<file path="config.mk">
export PLATFORM = sky130hd
export DESIGN_NAME = kbd_serial_link_flat
export DESIGN_NICKNAME = d
export VERILOG_FILES = /design/src/rtl/kbd_serial_link_if.sv /design/src/rtl/kbd_serial_link.sv /design/src/flat_wrapper.sv
export SDC_FILE = /design/constraint.sdc
export NUM_CORES = 1
export LEC_CHECK = 0
export BUFFER_PORTS_ARGS = -buffer_cell sky130_fd_sc_hd__buf_2
export CORE_MARGIN = 2
export CORE_UTILIZATION = 40
export DETAILED_ROUTE_END_ITERATION = 8
export SYNTH_ARGS = -nofsm -noshare
export SYNTH_HDL_FRONTEND = slang
export SYNTH_SLANG_ARGS = --single-unit
export TNS_END_PERCENT = 5
</file>
<file path="constraint.sdc">
create_clock -name clk32 -period 6.6 [get_ports clk32]
set_clock_uncertainty 0.1 [all_clocks]
set_input_delay 0.66 -clock clk32 [delete_from_list [all_inputs] [get_ports clk32]]
set_output_delay 0.66 -clock clk32 [all_outputs]
set_load 0.01 [all_outputs]
</file>
<file path="src/rtl/kbd_serial_link_if.sv">
// Host-side byte bus of the keyboard/ADB serial link: response bytes toward
// the Mac and command bytes received from it.
interface kbd_serial_link_if #(
  parameter int FRAME_BITS = 8
);
  logic [FRAME_BITS-1:0] host_din;
  logic                  host_din_strobe;
  logic [FRAME_BITS-1:0] cmd_dout;
  logic                  cmd_strobe;

  modport master (
    output host_din,
    output host_din_strobe,
    input  cmd_dout,
    input  cmd_strobe
  );

  modport slave (
    input  host_din,
    input  host_din_strobe,
    output cmd_dout,
    output cmd_strobe
  );
endinterface

</file>
<file path="src/rtl/kbd_serial_link.sv">
// Keyboard/ADB bit-serial engine between the VIA shift register (CB1/CB2)
// and the keyboard/ADB front ends, with a response FIFO and wait timeout.
module kbd_serial_link #(
  parameter int FRAME_BITS = 8,
  parameter int DIV_PLUS   = 1300,
  parameter int DIV_ADB    = 80,
  parameter int FIFO_DEPTH = 4,
  parameter int TIMEOUT    = 32000
) (
  input  logic                        clk32,
  input  logic                        _reset,
  input  logic                        clk8_en_p,
  input  logic                        mode,
  input  logic                        dat_from_via,
  input  logic                        adb_listen,
  kbd_serial_link_if.slave            host,
  output logic                        kbdclk,
  output logic                        kbddata_o,
  output logic                        busy,
  output logic [$clog2(FIFO_DEPTH):0] fifo_count,
  output logic                        overflow,
  output logic                        timeout
);

  localparam int PW      = $clog2(FIFO_DEPTH);
  localparam int CNTW    = PW + 1;
  localparam int DIV_MAX = (DIV_PLUS > DIV_ADB) ? DIV_PLUS : DIV_ADB;
  localparam int CW      = (DIV_MAX < 2) ? 1 : $clog2(DIV_MAX);
  localparam int BW      = (FRAME_BITS < 2) ? 1 : $clog2(FRAME_BITS);
  localparam int TOW     = (TIMEOUT < 2) ? 1 : $clog2(TIMEOUT);

  localparam logic [CW-1:0]   DIVP_M1  = CW'(DIV_PLUS - 1);
  localparam logic [CW-1:0]   DIVA_M1  = CW'(DIV_ADB - 1);
  localparam logic [BW-1:0]   LAST_BIT = BW'(FRAME_BITS - 1);
  localparam logic [TOW-1:0]  TO_M1    = TOW'((TIMEOUT > 0) ? TIMEOUT - 1 : 0);
  localparam logic [CNTW-1:0] FULL_CNT = CNTW'(FIFO_DEPTH);

  typedef enum logic [1:0] {IDLE, TX, WAIT_RX, RX} state_t;

  state_t                r_state;
  logic                  r_mode_q;
  logic [CW-1:0]         r_cnt;
  logic [BW-1:0]         r_bitcnt;
  logic [TOW-1:0]        r_tcnt;
  logic [FRAME_BITS-1:0] r_shift;
  logic                  r_kbdclk;
  logic                  r_kbddata;
  logic                  r_busy;
  logic                  r_overflow;
  logic                  r_timeout;
  logic [FRAME_BITS-1:0] r_cmd_dout;
  logic                  r_cmd_strobe;
  logic                  r_listen;
  logic                  r_listen_d;
  logic [FRAME_BITS-1:0] r_mem [FIFO_DEPTH];
  logic [PW-1:0]         r_wr_ptr;
  logic [PW-1:0]         r_rd_ptr;
  logic [CNTW-1:0]       r_count;

  logic [CW-1:0]         w_div_m1;
  logic                  w_edge;
  logic                  w_fall;
  logic                  w_rise;
  logic                  w_tx_start;
  logic                  w_empty;
  logic                  w_full;
  logic                  w_pop;
  logic                  w_push;
  logic                  w_wr;
  logic [FRAME_BITS-1:0] w_head;

  // A pop frees a slot in the same tick, so a push while full still lands
  always_comb begin
    w_div_m1   = r_mode_q ? DIVA_M1 : DIVP_M1;
    w_edge     = (r_cnt == w_div_m1);
    w_fall     = w_edge & r_kbdclk;
    w_rise     = w_edge & ~r_kbdclk;
    w_tx_start = (r_state == IDLE) &&
                 (mode ? (r_listen & ~r_listen_d) : ~dat_from_via);
    w_empty    = (r_count == '0);
    w_full     = (r_count == FULL_CNT);
    w_pop      = clk8_en_p && !w_empty &&
                 (((r_state == IDLE) && mode && !w_tx_start) ||
                  ((r_state == WAIT_RX) && dat_from_via));
    w_push     = clk8_en_p && host.host_din_strobe;
    w_wr       = w_push && (!w_full || w_pop);
    w_head     = r_mem[r_rd_ptr];
  end

  always_ff @(posedge clk32) begin
    if (w_wr) r_mem[r_wr_ptr] <= host.host_din;
  end

  always_ff @(posedge clk32 or negedge _reset) begin
    if (!_reset) begin
      r_state      <= IDLE;
      r_mode_q     <= 1'b0;
      r_cnt        <= '0;
      r_bitcnt     <= '0;
      r_tcnt       <= '0;
      r_shift      <= '0;
      r_kbdclk     <= 1'b1;
      r_kbddata    <= 1'b1;
      r_busy       <= 1'b0;
      r_overflow   <= 1'b0;
      r_timeout    <= 1'b0;
      r_cmd_dout   <= '0;
      r_cmd_strobe <= 1'b0;
      r_listen     <= 1'b0;
      r_listen_d   <= 1'b0;
      r_wr_ptr     <= '0;
      r_rd_ptr     <= '0;
      r_count      <= '0;
    end else begin
      r_cmd_strobe <= 1'b0;
      r_timeout    <= 1'b0;
      if (clk8_en_p) begin
        r_listen   <= adb_listen;
        r_listen_d <= r_listen;
        if (w_wr)   r_wr_ptr <= r_wr_ptr + 1'b1;
        if (w_pop)  r_rd_ptr <= r_rd_ptr + 1'b1;
        r_count <= r_count + {{PW{1'b0}}, w_wr} - {{PW{1'b0}}, w_pop};
        if (w_push && !w_wr) r_overflow <= 1'b1;

        case (r_state)
          IDLE: begin
            r_cnt    <= '0;
            r_kbdclk <= 1'b1;
            r_bitcnt <= '0;
            if (w_tx_start) begin
              r_state  <= TX;
              r_mode_q <= mode;
              r_busy   <= 1'b1;
            end else if (w_pop) begin
              r_state  <= RX;
              r_mode_q <= mode;
              r_shift  <= w_head;
              r_busy   <= 1'b1;
            end
          end

          TX, RX: begin
            if (w_edge) begin
              r_cnt    <= '0;
              r_kbdclk <= ~r_kbdclk;
            end else begin
              r_cnt <= r_cnt + 1'b1;
            end
            if (w_fall) begin
              if (r_state == TX) r_shift   <= {r_shift[FRAME_BITS-2:0], dat_from_via};
              else               r_kbddata <= r_shift[LAST_BIT - r_bitcnt];
            end
            if (w_rise) begin
              if (r_bitcnt == LAST_BIT) begin
                r_bitcnt <= '0;
                if (r_state == TX) begin
                  r_cmd_dout   <= r_shift;
                  r_cmd_strobe <= 1'b1;
                  if (r_mode_q) begin
                    r_state <= IDLE;
                    r_busy  <= 1'b0;
                  end else begin
                    r_state <= WAIT_RX;
                    r_tcnt  <= '0;
                  end
                end else begin
                  r_state   <= IDLE;
                  r_kbddata <= 1'b1;
                  r_busy    <= 1'b0;
                end
              end else begin
                r_bitcnt <= r_bitcnt + 1'b1;
              end
            end
          end

          WAIT_RX: begin
            r_cnt    <= '0;
            r_kbdclk <= 1'b1;
            if (w_pop) begin
              r_state <= RX;
              r_shift <= w_head;
            end else if ((TIMEOUT != 0) && (r_tcnt == TO_M1)) begin
              r_timeout <= 1'b1;
              r_state   <= IDLE;
              r_busy    <= 1'b0;
            end else begin
              r_tcnt <= r_tcnt + 1'b1;
            end
          end

          default: r_state <= IDLE;
        endcase
      end
    end
  end

  assign kbdclk          = r_kbdclk;
  assign kbddata_o       = r_kbddata;
  assign busy            = r_busy;
  assign fifo_count      = r_count;
  assign overflow        = r_overflow;
  assign timeout         = r_timeout;
  assign host.cmd_dout   = r_cmd_dout;
  assign host.cmd_strobe = r_cmd_strobe;

endmodule

</file>
<file path="src/flat_wrapper.sv">
// flat-port wrapper written by rule: the top's interface ports become plain ports
module kbd_serial_link_flat 
#(
  parameter int FRAME_BITS = 8,
  parameter int DIV_PLUS   = 1300,
  parameter int DIV_ADB    = 80,
  parameter int FIFO_DEPTH = 4,
  parameter int TIMEOUT    = 32000
)
  (clk32, _reset, clk8_en_p, mode, dat_from_via, adb_listen, kbdclk, kbddata_o, busy, fifo_count, overflow, timeout, host_host_din, host_host_din_strobe, host_cmd_dout, host_cmd_strobe);
  kbd_serial_link_if #(.FRAME_BITS(FRAME_BITS)) host_i ();
  input  logic clk32;
  input  logic _reset;
  input  logic clk8_en_p;
  input  logic mode;
  input  logic dat_from_via;
  input  logic adb_listen;
  output logic kbdclk;
  output logic kbddata_o;
  output logic busy;
  output logic [$clog2(FIFO_DEPTH):0] fifo_count;
  output logic overflow;
  output logic timeout;
  input wire logic [$bits(host_i.host_din)-1:0] host_host_din;
  input wire logic [$bits(host_i.host_din_strobe)-1:0] host_host_din_strobe;
  output wire logic [$bits(host_i.cmd_dout)-1:0] host_cmd_dout;
  output wire logic [$bits(host_i.cmd_strobe)-1:0] host_cmd_strobe;
  assign host_i.host_din = host_host_din;
  assign host_i.host_din_strobe = host_host_din_strobe;
  assign host_cmd_dout = host_i.cmd_dout;
  assign host_cmd_strobe = host_i.cmd_strobe;
  kbd_serial_link #(.FRAME_BITS(FRAME_BITS), .DIV_PLUS(DIV_PLUS), .DIV_ADB(DIV_ADB), .FIFO_DEPTH(FIFO_DEPTH), .TIMEOUT(TIMEOUT)) u_core (.clk32(clk32), ._reset(_reset), .clk8_en_p(clk8_en_p), .mode(mode), .dat_from_via(dat_from_via), .adb_listen(adb_listen), .host(host_i), .kbdclk(kbdclk), .kbddata_o(kbddata_o), .busy(busy), .fifo_count(fifo_count), .overflow(overflow), .timeout(timeout));
endmodule
</file>
Word level (Yosys, flattened, before mapping)
Memories as Yosys holds them, arrays and structs flattened. Index checks and enable logic that the tools add are counted.

Flip-flop bits (word level): 63. Memory bits (writable): 32. Input bits: 15. Output and inout bits: 17. Logic and storage cells: 147. Memories kept: 1.

$add $sub $neg: 8. Order comparisons: 1. Eq/ne operators: 20. Multiplexer cells: 59. Bitwise gates (word level): 6. Reductions and logical operators: 34.

Memory list: u_core.r_mem (depth 4, width 8, rd ports 1, clocked after Yosys merged registers in 0, wr ports 1, line kbd_serial_link.sv:55) `logic [FRAME_BITS-1:0] r_mem [FIFO_DEPTH];`.

Operators by type and width (number): 15-bit 2-to-1 mux (6); 8-bit 2-to-1 mux (4); 15-bit one-hot mux with 2 select lines (1); 1-bit 2-to-1 mux (29); 8-bit one-hot mux with 3 select lines (1); 11-bit 2-to-1 mux (2); 11-bit one-hot mux with 2 select lines (1); 2-bit 2-to-1 mux (8); 15-bit by 1-bit adder with 15-bit output (second input constant) (1); 15-bit equality test (second input constant) (1); 11-bit by 1-bit adder with 11-bit output (second input constant) (1); 11-bit equality test (1); 2-bit by 1-bit inequality test with 1-bit output (second input constant) (5); 2-bit inequality test (second input constant) (5); 2-bit AND reduction (5); 5-bit AND reduction (2); 1-bit logical AND (9); 8-bit AND reduction (1); 7-bit AND reduction (1); 3-bit equality test (second input constant) (2); 3-bit 2-to-1 mux (2); 3-bit by 2-bit inequality test with 1-bit output (second input constant) (2); 2-bit one-hot mux with 3 select lines (1); 3-bit one-hot mux with 2 select lines (1); other kinds (22) (36).

Longest topological paths before layout
Depth after elaboration: 13. Gate-level depth with buffers: 14. Gate-level depth less buffers: 14.

Least setup slack after synthesis
OpenSTA, ideal clock, no wires.

Path type: reg2reg. Start: reg u_core.r_state[0]. End: reg u_core.r_count[2] (netlist: u_core.fifo_count[2]). Arrival time: 2.450 ns. Required time: 6.374 ns. Setup slack: 3.924 ns. Cell stages (with the launch flop): 15. Clock period less this slack: 2.676 ns. Path through: dfrtp_1 inv_1 ha_1 a32oi_1 nor2_1 nand2_1 inv_1 ha_1 inv_1 ha_1 inv_1 fa_1 xor2_1 nand2_1 xnor2_1.

Longest elaborated chain between the ends: 10.

Ends and longest elaborated chain: start, declared (line kbd_serial_link.sv:40) `state_t r_state;`; start signal, assigned (line kbd_serial_link.sv:96) `r_state <= IDLE;`; start signal, assigned (line kbd_serial_link.sv:131) `r_state <= TX;`; start signal, assigned (line kbd_serial_link.sv:135) `r_state <= RX;`; 2-bit logical NOT (line kbd_serial_link.sv:78, kbd_serial_link.sv:83); 1-bit logical AND (line kbd_serial_link.sv:78) `w_tx_start = (r_state == IDLE) &&`; 1-bit logical NOT (line kbd_serial_link.sv:83) `(((r_state == IDLE) && mode && !w_tx_start) ||`; 1-bit logical AND (line kbd_serial_link.sv:83); 1-bit logical OR * (line kbd_serial_link.sv:83); 1-bit logical AND * (line kbd_serial_link.sv:82) `w_pop = clk8_en_p && !w_empty &&`; 1-bit logical OR (line kbd_serial_link.sv:86) `w_wr = w_push && (!w_full || w_pop);`; 1-bit logical AND (line kbd_serial_link.sv:86); 3-bit by 1-bit adder with 3-bit output (line kbd_serial_link.sv:122) `r_count <= r_count + {{PW{1'b0}}, w_wr} - {{PW{1'b0}}, w_pop};`; 3-bit by 1-bit subtractor with 3-bit output * (line kbd_serial_link.sv:122); end signal, assigned (line kbd_serial_link.sv:122); end, declared (line kbd_serial_link.sv:58) `logic [CNTW-1:0] r_count;`.

Mark *: on every way between the ends. The rest lies on a longest branch, timed or not. A chain may end at the register's enable or synchronous reset.

Worst setup path after layout
Ends and elaborated chain as after synthesis.

==> metrics.md <==
| Metric | Value |
|---|---|
| Outcome | `finished clean` |
| RSZ-0062 raised after global routing | `false` |
| Detailed Route Iter0 Violations | `152` |
| GRT Residual Overflow | `0` |
| PD cells | `268 mW/mm^2` |
| Via count | `2973` |
| Tmin final | `3150 ps` |
| Worst Setup SP | `u_core.r_state[0]` |
| Final net count | `between 400 and 500` |
| Req. time, crit path | `just under 7000 ps` |
| Die height | `112 um` |
| Max Used Layer | `met4` |
| Setup-failing EPs final | `0` |
| Register bit total from synthesis | `95` |
| Main synth FF type | `dfrtp_1` |
| Post-CTS sizing | `0` |
| Fin Hold WS | `194 ps` |
| RePlAce Congestion | `approximately 0.8` |
| Peak Freq | `0.318 GHz` |
| Synth unique cells | `52` |
| Worst-Skew Late Latency | `350 ps` |
| CP max FO | `38` |
| Area growth, synth to finish | `12.8%` |
| Pleak | `2.20 nW` |
| Critical-path cell list | `inv_1 -> ha_1 -> buf_4 -> a32oi_1 -> nor2_1 -> nand2_1 -> inv_1 -> ha_1 -> inv_1 -> ha_1 -> inv_1 -> fa_1 -> xor2_1 -> nand2_1 -> xnor2_1` |
| FF-to-FF Start | `u_core.r_state[0]` |
| Num rows | `39` |
| Sink Count | `95` |
| Max-cap violations | `0` |
| Post-synth EDFFs | `32` |
| Routed Antenna Nets | `0` |
| Synth async-reset ratio | `66.3%` |
| Core area | `0.0114 mm^2` |
| CTS root buf | `clkbuf_16` |
| Final total power | `around 0.0014 W` |
| CP Launch Type | `flip-flop` |
| Fin. max-slew vios | `0` |
| First-pass GRT wire length | `15.3 mm` |
| PortBufs | `31` |
| Dpl cell area | `slightly below 0.005 mm^2` |
| CP Class | `reg2reg` |
| DRT Wirelength | `8.85 mm` |
| Post-CTS Setup Inserts | `0` |
| Critical Path Most Common Cell | `inv_1` |
| Initial antenna violation count | `0` |
| Hold_buf cts | `0` |
| Io pins | `32` |
| Total track usage | `15.3%` |
| Reg clk slew, reported paths | `~70 ps` |
| Hold WC Path Type | `in2async` |
| Final instance area | `0.00522 mm^2` |
| CP peak stage delay | `430 ps` |
| Final Cycle Share | `47.7%` |
| Slew HR | `between 50% and 60%` |
| Syn. warnings | `0` |
| Slowest CP cell | `dfrtp_1` |
| Tightest Pin Transition | `a little under 700 ps` |
| Pre-Repair DR Iteration Count | `5` |
| VDD IR max | `0.208 mV` |
| Post-Syn Instances | `376` |
| Die Width | `about 110 um` |
| Worst Setup End Kind | `flip-flop` |
| Via density | `5.35` |
| Critical Path AT | `about 3300 ps` |
| Routed length per instance | `15.9 um` |
| Post-Syn Area | `0.00463 mm^2` |
| Num CTS Buffers | `9` |
| Final cell utilization of the core | `45.9%` |
| Syn Nets | `406` |
| Largest net degree at the start of global routing | `40` |
| Metal3 WL | `280 um` |
| Detail Placement HPWL | `6.14 mm` |
| Clock Tree Buf Depth | `2` |
| Die area | `0.0124 mm^2` |
| H-tree depth | `3` |
| Antenna cells | `0` |
| Routed metal-1 wirelength | `approximately 4.1 mm` |
| TNS Setup | `0 ps` |
| Mapped Avg Cell Area | `12.3 um^2` |
| Hold Violations, Final | `0` |
| CTS tree | `yes` |
| Share of layout cells above drive strength 1 | `24.7%` |
| Post-synthesis sequential area ratio | `54.9%` |
| Vias in the first global route | `3091` |
| Met2 routed WL | `between 4 and 5 mm` |
| Initial core utilization | `40.7%` |
| DRC | `0` |
## final cells by class
cell class                 count  area [um^2]
clock buffer                   9          225
multi-input combinational    254         1980
timing repair buffer          35          185
inverter                      13         48.8
fill                        1033         6150
sequential                    95         2540
tap                          143          179
clock inverter                 7         63.8
## layout by cell type, fill, tap and decap left out, types with 2 or more instances in the layout
master	netlist	routed
a21oi_1	9	9
a32oi_1	2	2
and2_1	4	4
and3_1	8	8
buf_2	0	31
buf_4	0	4
clkbuf_16	0	9
clkinvlp_4	0	2
dfrtp_1	61	61
dfstp_2	2	2
edfxtp_1	32	32
ha_1	14	14
inv_1	13	13
inv_6	0	2
inv_8	0	2
mux2_2	30	30
mux2i_1	5	5
mux4_2	10	10
nand2_1	43	43
nand2b_1	3	3
nand3_1	20	20
nand3b_1	8	8
nand4_1	6	6
nand4b_1	2	2
nor2_1	24	24
nor2b_1	2	2
nor3_1	5	5
nor4_1	3	3
o211ai_1	2	2
o21ai_0	7	7
o221ai_1	6	6
o31a_1	2	2
or4b_1	4	4
xnor2_1	4	4
xor2_1	11	11
## synthesized netlist by cell type, types with 2 or more instances
cell type  number  area (um^2)
a21oi_1         9         45.0
a32oi_1         2         17.5
and2_1          4         25.0
and3_1          8         50.1
clkbuf_1       12         45.0
dfrtp_1        61         1530
dfstp_2         2         52.6
edfxtp_1       32          961
ha_1           14          175
inv_1          13         48.8
mux2_2         30          338
mux2i_1         5         50.1
mux4_2         10          225
nand2_1        43          161
nand2b_1        3         18.8
nand3_1        20          100
nand3b_1        8         60.1
nand4_1         6         37.5
nand4b_1        2         17.5
nor2_1         24         90.1
nor2b_1         2         12.5
nor3_1          5         25.0
nor4_1          3         18.8
o211ai_1        2         15.0
o21ai_0         7         35.0
o221ai_1        6         52.6
o31a_1          2         17.5
or4b_1          4         40.0
xnor2_1         4         35.0
xor2_1         11         96.3
## power by group
part | internal, W | total [W] | switching [W]
clock network | 0.000264 | 0.000508 | 0.000244
logic | 0.0000753 | 0.000170 | 0.0000945
registers | 0.000671 | 0.000723 | 0.0000517
total | 0.00101 | 0.00140 | 0.000390
## state kept, by name (all words and copies together), names as in the netlist
signal                  flops
u_core.r_bitcnt             3
u_core.host.cmd_strobe      1
u_core.r_tcnt              15
u_core.kbdclk               1
u_core.r_cnt               11
u_core.fifo_count           3
u_core.r_listen             1
u_core.kbddata_o            1
u_core.r_mem               32
u_core.timeout              1
u_core.overflow             1
u_core.r_rd_ptr             2
u_core.r_wr_ptr             2
u_core.r_shift              8
u_core.r_mode_q             1
u_core.busy                 1
u_core.r_state              2
u_core.host.cmd_dout        8
u_core.r_listen_d           1
## kinds of logic after synthesis
family | Yosys count | share of synthesized area, %
xor gates and xnor gates | 15 | 2.84
adders and majority gates | 15 | 4.22
AOI/OAI and AO/OA | 36 | 5.89
muxes | 45 | 13.2
and+or+nand+nor | 143 | 16.6
buffers and inverters | 27 | 2.35
DFF | 95 | 54.9
## worst max-delay path: cells and delay by family (launching register included)
family	cells	cell delay (ps)
AO/OA/AOI/OAI	1	170
XOR/XNOR	2	290
adder cells (fa/ha/maj)	4	910
buffers and inverters	5	750
flip-flops	1	430
AND/OR/NAND/NOR	3	380
## worst paths after layout
path	endpoint	slack, ps	depth (start not counted)
max	u_core.fifo_count[2]	3450	15
min	u_core.r_cnt[6]	190	1
max reg2reg	u_core.fifo_count[2]	3450	15
min reg2reg	u_core.overflow	370	1
max in group asynchronous	u_core.kbddata_o	5280	2
min in group clk32	u_core.overflow	370	1
## routing by layer
layer	vias to the layer above	track usage (%)
met5	-	0
met4	0	4.94
met3	14	3.97
met2	39	24.3
met1	1475	20.8
li1	1445	-
## stage by stage
step | setup slack (ps) | std cells
4_1_cts | 3430 | 556
2_1_floorplan | 3920 | 376
3_3_place_gp | 3610 | 540
6_report | 3450 | 556
3_5_place_dp | 3440 | 540
5_1_grt | 3160 | 556
Note: power is estimated with default switching activity, not from simulation.
